==> config.mk <==
export PLATFORM = sky130hd
export DESIGN_NAME = lcd_cmd_sched
export DESIGN_NICKNAME = d
export VERILOG_FILES = /design/src/rtl/lcd_cmd_sched.sv
export SDC_FILE = /design/constraint.sdc
export NUM_CORES = 1
export LEC_CHECK = 0
export CORE_MARGIN = 1
export CORE_UTILIZATION = 60
export CTS_CLUSTER_DIAMETER = 100
export DETAILED_ROUTE_END_ITERATION = 12
export GPL_ROUTABILITY_DRIVEN = 1
export PLACE_DENSITY = 0.9
export SYNTH_ARGS = -nofsm -noshare
export SYNTH_HDL_FRONTEND = slang
export SYNTH_SLANG_ARGS = --single-unit
==> constraint.sdc <==
create_clock -name clk -period 7.31 [get_ports clk]
set_input_delay 1.462 -clock clk [delete_from_list [all_inputs] [get_ports clk]]
set_output_delay 1.462 -clock clk [all_outputs]
set_load 0.01 [all_outputs]
==> src/rtl/lcd_cmd_sched.sv <==
// lcd_cmd_sched: buffers host commands in a small FIFO and issues them one at
// a time to the 8x8 image-processing LCD controller. Between commands cmd sits
// at the NOP code so the controller never re-executes a stale command. The
// write-out command (0) is terminal: it is held until lcd_done, then the
// scheduler halts with finished=1.
module lcd_cmd_sched #(
  parameter int         DEPTH = 8,
  parameter int         CNT_W = 4,
  parameter logic [3:0] NOP   = 4'd15,
  parameter int         GUARD = 1
) (
  input  logic             clk,
  input  logic             reset,
  input  logic [3:0]       host_cmd,
  input  logic             host_valid,
  output logic             host_ready,
  input  logic             lcd_busy,
  input  logic             lcd_done,
  output logic [3:0]       cmd,
  output logic             cmd_valid,
  output logic [CNT_W-1:0] q_count,
  output logic [7:0]       issued_cnt,
  output logic             err,
  output logic             finished
);

  localparam int PTR_W = $clog2(DEPTH);

  localparam logic [2:0] S_BOOT  = 3'd0;
  localparam logic [2:0] S_IDLE  = 3'd1;
  localparam logic [2:0] S_PULSE = 3'd2;
  localparam logic [2:0] S_GUARD = 3'd3;
  localparam logic [2:0] S_WAIT  = 3'd4;
  localparam logic [2:0] S_WRITE = 3'd5;
  localparam logic [2:0] S_FIN   = 3'd6;

  logic [2:0]       state;
  logic [3:0]       mem [DEPTH];
  logic [PTR_W-1:0] wr_ptr;
  logic [PTR_W-1:0] rd_ptr;
  logic [1:0]       guard_cnt;
  logic             wr_locked;
  logic             accept;
  logic             push;
  logic             pop;
  logic [3:0]       head;

  // Host handshake and FIFO control. A free controller seen in S_WAIT issues
  // straight away, which keeps back-to-back pulses GUARD+2 cycles apart.
  assign host_ready = !reset && (q_count < CNT_W'(DEPTH)) && !wr_locked && !finished;
  assign accept     = host_valid && host_ready;
  assign push       = accept && (host_cmd < 4'd12);
  assign head       = mem[rd_ptr];
  assign pop        = (q_count != '0) && !lcd_busy &&
                      ((state == S_IDLE) || (state == S_WAIT));

  // FIFO storage; contents need no reset because occupancy gates every read.
  always_ff @(posedge clk) begin
    if (push) begin
      mem[wr_ptr] <= host_cmd;
    end
  end

  // FIFO pointers and occupancy; pointers wrap naturally at DEPTH.
  always_ff @(posedge clk) begin
    if (reset) begin
      wr_ptr  <= '0;
      rd_ptr  <= '0;
      q_count <= '0;
    end else begin
      if (push) begin
        wr_ptr <= wr_ptr + PTR_W'(1);
      end
      if (pop) begin
        rd_ptr <= rd_ptr + PTR_W'(1);
      end
      if (push && !pop) begin
        q_count <= q_count + CNT_W'(1);
      end else if (pop && !push) begin
        q_count <= q_count - CNT_W'(1);
      end
    end
  end

  // Sticky illegal-code flag and the lock that follows an accepted write-out.
  always_ff @(posedge clk) begin
    if (reset) begin
      err       <= 1'b0;
      wr_locked <= 1'b0;
    end else if (accept) begin
      if (host_cmd >= 4'd12) begin
        err <= 1'b1;
      end
      if (host_cmd == 4'd0) begin
        wr_locked <= 1'b1;
      end
    end
  end

  // Issue sequencer: boot gating, one-cycle pulses, guard/busy spacing and
  // the held write-out command.
  always_ff @(posedge clk) begin
    if (reset) begin
      state      <= S_BOOT;
      cmd        <= NOP;
      cmd_valid  <= 1'b0;
      issued_cnt <= 8'd0;
      finished   <= 1'b0;
      guard_cnt  <= 2'd0;
    end else begin
      case (state)
        S_BOOT: begin
          if (!lcd_busy) begin
            state <= S_IDLE;
          end
        end
        S_IDLE, S_WAIT: begin
          if (pop) begin
            cmd       <= head;
            cmd_valid <= 1'b1;
            if (issued_cnt != 8'd255) begin
              issued_cnt <= issued_cnt + 8'd1;
            end
            state <= (head == 4'd0) ? S_WRITE : S_PULSE;
          end else if (!lcd_busy) begin
            state <= S_IDLE;
          end
        end
        S_PULSE: begin
          cmd       <= NOP;
          cmd_valid <= 1'b0;
          guard_cnt <= 2'(GUARD);
          state     <= S_GUARD;
        end
        S_GUARD: begin
          guard_cnt <= guard_cnt - 2'd1;
          if (guard_cnt <= 2'd1) begin
            state <= S_WAIT;
          end
        end
        S_WRITE: begin
          if (lcd_done) begin
            cmd       <= NOP;
            cmd_valid <= 1'b0;
            finished  <= 1'b1;
            state     <= S_FIN;
          end else begin
            cmd       <= 4'd0;
            cmd_valid <= 1'b1;
          end
        end
        S_FIN: begin
          state <= S_FIN;
        end
        default: begin
          state     <= S_BOOT;
          cmd       <= NOP;
          cmd_valid <= 1'b0;
        end
      endcase
    end
  end

endmodule

==> summary.txt, run 1 <==
============================================================================================
Synthesized-area fraction occupied by xor and xnor cells                              0.0446
Post-route fraction of the period consumed by the critical path                        0.603
Worst setup slack after layout                                                       2900 ps
GR Overflow Total                                                                          0
Clock Pin Slew Worst Setup and Hold Paths                                              70 ps
Fraction of layout cells with a size suffix above 1                                    0.128
Quantity of I/O buffers inserted on ports                                                 28
Place WS                                                                             2850 ps
Drt initial violations                                                                   197
Clock period minus final worst setup slack                                           4410 ps
Root buffer cell                                                                    clkbuf_8
First-pass GRT wire length                                                      10000 microns
Router iterations before antenna repair                                                    5
Wire length per cell                                                            18.4 microns
Fin. Hold Viols                                                                            0
Internal reg-to-reg setup slack                                                      4170 ps
Mux contribution to synthesized area                                                  0.0927
Routed vias/inst                                                                        6.03
Outcome                                                                         finished, final reports clean
Sequential element share of the synthesized area                                       0.563
Via count                                                                               2014
Total standard cell area after synthesis                                          2920 sq um
Max-slew violations                                                                        0
Static leakage power                                                                 1.15 nW
Clock tree from TritonCTS                                                               done
Final setup vio count                                                                      0
Largest cells by area after synthesis                                           edfxtp_1 33%, dfxtp_1 23%, mux4_2 6.2%
Number of cells upsized or downsized after cts                                             0
Critical path class                                                                in -> out
Antenna Violating Nets Remaining                                                           0
Peak clock frequency supported by timing                                           0.227 GHz
Worst hold path stage count                                                                2
Buffering stage count on the worst path with inverters included                            3
Basic-gate share of the synthesized area counting and, or, nand and nor cells          0.173
Worst-skew pair later-pin latency                                                     350 ps
Prevailing post-synth register cell                                                  dfxtp_1
Top-level port count                                                                      29
Core box area                                                                     4500 sq um
Die boundary width                                                              71.7 microns
Fraction of post-synthesis cell area in the top cell type by area                      0.330
Worst IR Drop VDD                                                                   0.280 mV
Transition time at the pin with the least slew margin                                 966 ps
Placed insts                                                                             318
Avg Inst Size Synth                                                               11.8 sq um
Path category of the worst min-delay check                                        reg -> reg
CP delay by family, top                                                         buffers and inverters
CP max stage cell                                                               clkdlybuf4s50_1
Total nets after synthesis                                                               264
Worst path arrival time                                                              2950 ps
Yosys warns                                                                                0
Number of hold buffers added after CTS                                                     0
Weighted congestion at the end of routability-driven global placement                  0.839
Setup Total Neg Slack                                                                   0 ps
Critical path's most frequent cell                                              clkdlybuf4s50_1
Sequential share of power                                                              0.433
Number of levels the H-tree was split into                                                 3
Net Sw Frac                                                                            0.331
Worst clock skew                                                                     8.78 ps
Largest family of logic cells by synthesized area                               simple AND/OR/NAND/NOR gates
Antenna diode count                                                                        0
Routed wire length                                                              6140 microns
Cell type with the highest aggregate area in the netlist                            edfxtp_1
Combinational power share                                                              0.299
Initial antenna violation count                                                            0
Final core utilization                                                                 0.756
Die Height                                                                      71.7 microns
Placed wire-length estimate after detailed placement                            3950 microns
Number of global-route vias before repair                                               1984
Synthesized-area fraction occupied by ao, oa, aoi and oai cells                       0.0592
Largest stage delay on the critical path                                              600 ps
Count of non-filler cells in the finished layout                                         334
Cells along the critical path                                                   clkdlybuf4s50_1 > buf_4 > nor4_1 > clkdlybuf4s50_1
Critical Path Sink Type                                                           output pin
Number of storage elements in the synthesis netlist                                       66
FFs w/ async S/R, synth                                                                    0
Largest net degree at the start of global routing                                         31
Crit Path Max Fanout                                                                      30
Pwr/cell area                                                                    332 nW/um^2
Internal Power                                                                    0.000755 W
Adder-Cell Fraction of Synth Area                                                     0.0369
Number of rows created at floorplan                                                       24
Reported net switching power                                                      0.000374 W
Part of the total power dissipated in the clock network                                0.268
Path depth of the worst reg2reg path                                                      11
Cell count after synthesis                                                               247
Area added between synthesis and finish                                                16.8%
Hold slack                                                                            440 ps
Type of origin of the critical path                                               input port
Setup repair after global routing missed its margin                                       no
Number of post-CTS setup repair buffers                                                    0
Clk sink count                                                                            66
Area enclosed by the die boundary                                                 5140 sq um
Relative slew slack                                                                    0.350
Effective utilization at floorplan                                                     0.647
Top cells by instance count after synthesis                                     34 x dfxtp_1, 34 x nor2_1, 32 x edfxtp_1
Number of distinct library cells after synthesis                                          43
Stages on worst setup path                                                                 4
Count of flip-flops with a built-in enable after synthesis                                32
Global-route usage over all layers                                                     0.269
Net total in the final layout                                                            294
Number of maximum-capacitance constraint violations                                        0
Worst EP required                                                                    5850 ps
Cts bufs inserted                                                                          9
Max Buffers Root-to-Sink                                                                   2
Remaining DRCs                                                                             0
============================================================================================
==> kinds of logic (layout without fill, tap and decap cells) <==
family / count (synthesis) / count (layout)
xor gates and xnor gates: 14 / 14
DFF: 66 / 66
muxes: 17 / 17
AOI/OAI and AO/OA: 30 / 30
and+or+nand+nor: 94 / 94
buffers and inverters: 18 / 53
adders and majority gates: 8 / 8
==> layout make-up <==
cell class              instances  area [sq um]
clock buffers                  11           141
clock inverters                 5          53.8
fillers                       280          1100
inverters                       8          30.0
multi-input cells             163          1180
flip-flops and latches         66          1640
well taps                      52          65.1
repair buffers                 29           288
==> power groups by stage <==
stage	clock network, W	registers, W	logic (W)
after floorplan	0	0.000471	0.000257
after global placement	0	0.000492	0.000309
after detailed placement	0	0.000495	0.000328
after CTS	0.000304	0.000489	0.000335
after global routing	0.000318	0.000497	0.000366
final	0.000303	0.000489	0.000337
==> layer usage <==
layer | vias up | part of all wire | track usage
met2 | 73 | 0.50 | 0.444
met1 | 979 | 0.42 | 0.335
met5 | - | 0 | 0
met3 | 9 | 0.061 | 0.0759
met4 | 0 | 0.016 | 0.113
li1 | 953 | - | -
==> worst register-to-register path: cells and delay by family, from the launching register on <==
family                     cells  cell delay [ps]
xor gates and xnor gates       1              140
DFF                            1              380
adders and majority gates      2              540
and+or+nand+nor                3             1120
buffers and inverters          2              370
AOI/OAI and AO/OA              3              510
==> worst paths after layout <==
kind | end | startpoint
setup / recovery | host_ready | reset
hold / removal | cmd_valid | cmd_valid
setup reg to reg | q_count[3] | q_count[1]
hold reg to reg | cmd_valid | cmd_valid
==> per-stage QoR <==
stage	total power [W]	area (sq um)
after floorplan	0.000728	2920
after global placement	0.000801	3210
after detailed placement	0.000823	3210
after CTS	0.00113	3400
after global routing	0.00118	3400
final	0.00113	3400
==> state kept, by name (all words and copies together), names as in the netlist, named ones only <==
register and cells:
err 1, finished 1, rd_ptr 3, state 3, wr_locked 1, wr_ptr 3, cmd_valid 1, q_count 4
cmd 4, issued_cnt 8, guard_cnt 2, mem 32
==> cell usage in the layout, fill, tap and decap left out, drive strengths merged, types with 6 or more instances in the layout <==
master / instances
nor2: 34
dfxtp: 34
edfxtp: 32
clkdlybuf4s50: 28
nand2: 22
a21oi: 11
xnor2: 11
clkbuf: 11
mux2i: 9
o21ai: 9
nor3: 8
mux4: 8
inv: 8
nor4: 8
ha: 7
nand3: 6
No activity file was read; power rests on OpenSTA's default activity.
==> run 2: changes to the inputs <==
- CORE_UTILIZATION: 60 -> 51
- PLACE_DENSITY: 0.9 -> 0.82
- clock period: 7.31 -> 3.75 ns (I/O delays scaled with it)
==> summary.txt, run 2 (same netlist as run 1, synthesis figures left out) <==
====================================================================================
Fraction of layout cells with a size suffix above 1                            0.139   +0.0117
Fin. Hold Viols                                                                    0   unchanged
Die boundary width                                                      77.6 microns   +8.2%
Setup repair after global routing missed its margin                               no
Via count                                                                       1947   -3.3%
Number of global-route vias before repair                                       1937   -2.4%
Crit Path Max Fanout                                                               6   -80%
Number of levels the H-tree was split into                                         3   unchanged
Top Registers                                                           mem x32, issued_cnt x8
Number of post-CTS setup repair buffers                                            0   unchanged
Worst EP required                                                            4020 ps   -1830 ps
Weighted congestion at the end of routability-driven global placement          0.857   +2.2%
Antenna diode count                                                                0   unchanged
Routed wire length                                                      5290 microns   -14%
Antenna Violating Nets Remaining                                                   0   unchanged
Pwr/cell area                                                            628 nW/um^2   +89%
Number of hold buffers added after CTS                                             0   unchanged
Flip-flop count of the largest register, all copies and words added               32   unchanged
Clock Pin Slew Worst Setup and Hold Paths                                      70 ps   about the same
Remaining DRCs                                                                     0   unchanged
GR Overflow Total                                                                  0   unchanged
Root buffer cell                                                            clkbuf_8
Type of origin of the critical path                                       input port
Area enclosed by the die boundary                                         6020 sq um   +17%
Non-Filler Cell Area, Final                                               3470 sq um   +1.9%
Top-level port count                                                              29   unchanged
Cts bufs inserted                                                                  9   unchanged
Initial antenna violation count                                                    0   unchanged
Wire length per cell                                                    14.7 microns   -20%
Number of rows created at floorplan                                               27   +13%
Worst setup path endpoint                                                 q_count[3]
Number of maximum-capacitance constraint violations                                0   unchanged
Placement Cell Area                                                       3270 sq um   +1.9%
Routed vias/inst                                                                5.42   -10%
Number of cells upsized or downsized after cts                                     0   unchanged
Clk sink count                                                                    66   unchanged
Worst path arrival time                                                      3500 ps   +550 ps
Reg-to-reg critical path endpoint                                         q_count[3]
Path depth of the worst reg2reg path                                              11   unchanged
Register with the highest flop count                                             mem
Final setup vio count                                                              0   unchanged
Effective utilization at floorplan                                             0.529   -0.118
Layout fillers                                                                   413   +48%
Core box area                                                             5510 sq um   +22%
Internal reg-to-reg setup slack                                               780 ps   -3390 ps
Transition time at the pin with the least slew margin                         712 ps   -255 ps
Commonest cells after routing, fill and taps aside                      34 x nor2_1, 34 x dfxtp_1, 32 x edfxtp_1
Die Height                                                              77.6 microns   +8.2%
Worst clock skew                                                             8.30 ps   -0.474 ps
Worst-skew pair later-pin latency                                             330 ps   -20 ps
Critical path class                                                        in -> reg
Clock period minus final worst setup slack                                   3240 ps
Worst IR Drop VDD                                                           0.560 mV   +100%
Setup Total Neg Slack                                                           0 ps   unchanged
Max-slew violations                                                                0   unchanged
Max Buffers Root-to-Sink                                                           2   unchanged
Quantity of I/O buffers inserted on ports                                         28   unchanged
Clock tree from TritonCTS                                                       done
Net total in the final layout                                                    299   +1.7%
Router iterations before antenna repair                                            4   -1
Area added between synthesis and finish                                        19.1%
Outcome                                                                 finished, final reports clean
Critical Path Sink Type                                                    flip-flop
Peak clock frequency supported by timing                                   0.309 GHz
Static leakage power                                                         1.18 nW   +2.2%
Worst R2R Start                                                           q_count[1]
Drt initial violations                                                           113   -43%
Post-route fraction of the period consumed by the critical path                0.863
Placed wire-length estimate after detailed placement                    3740 microns   -5.4%
Global-route usage over all layers                                             0.196   -0.0728
Largest net degree at the start of global routing                                 30   -3.2%
First-pass GRT wire length                                              8920 microns   -11%
Relative slew slack                                                            0.524   +0.174
Path category of the worst min-delay check                                reg -> reg
Worst setup startpoint                                                         reset
====================================================================================
==> run 2: cell types whose count changed in the layout (fill, tap and decap cells not counted), sizes merged <==
cell / delta
buf: +5
clkbuf: +2
clkinv: -2
==> run 2: critical path: stages <==
cell             delay, ps
clkdlybuf4s50_1        450
nor4_1                 290
and2_1                 230
nand2_1                150
inv_2                  130
ha_1                   200
inv_1                   90
ha_1                   290
a21o_1                 180
a21oi_1                170
xnor2_1                 90
or3_1                  320
a21oi_1                160
==> run 2: layer usage <==
metal	GRT usage	share of wire	vias up
li1	-	-	966
met1	0.243	0.45	937
met2	0.328	0.50	36
met3	0.0459	0.037	8
met4	0.0849	0.013	0
met5	0	0	-
==> run 2: where the power goes <==
group / leakage [nW] / switching (W) / internal [W]
clock network: 0.103 / 0.000244 / 0.000342
logic: 0.511 / 0.000317 / 0.000328
registers: 0.565 / 0.000119 / 0.000830
total: 1.18 / 0.000680 / 0.00150
==> run 2: layout make-up <==
type,count,area (sq um),area share
clock buffers,13,159,0.0458
clock inverters,3,40.0,0.0115
inverters,8,30.0,0.00865
multi-input cells,163,1180,0.341
flip-flops and latches,66,1640,0.473
well taps,72,90.1,0.0260
repair buffers,34,325,0.0937
==> run 2: worst min-delay path by stage <==
stage                          from  slack [ps]   endpoint  cells after the start
final                     cmd_valid         450  cmd_valid                      2
after global routing      cmd_valid         490  cmd_valid                      2
after CTS                 cmd_valid         450  cmd_valid                      2
after detailed placement  cmd_valid         440  cmd_valid                      2
after global placement    cmd_valid         430  cmd_valid                      2
after floorplan           wr_locked         440  wr_locked                      2
==> run 2: through the flow <==
| stage | setup slack (ps) | total power, W | utilization | instances | hold slack (ps) |
|---|---|---|---|---|---|
| floorplan | 722 | 0.00142 | - | 247 | 438 |
| finish | 514 | 0.00218 | 0.630 | 359 | 448 |
| CTS | 545 | 0.00219 | 0.630 | 359 | 452 |
| detailed placement | 260 | 0.00160 | 0.594 | 343 | 443 |
| global route | 382 | 0.00231 | 0.630 | 359 | 492 |
| global placement | 363 | 0.00158 | 0.594 | 343 | 433 |
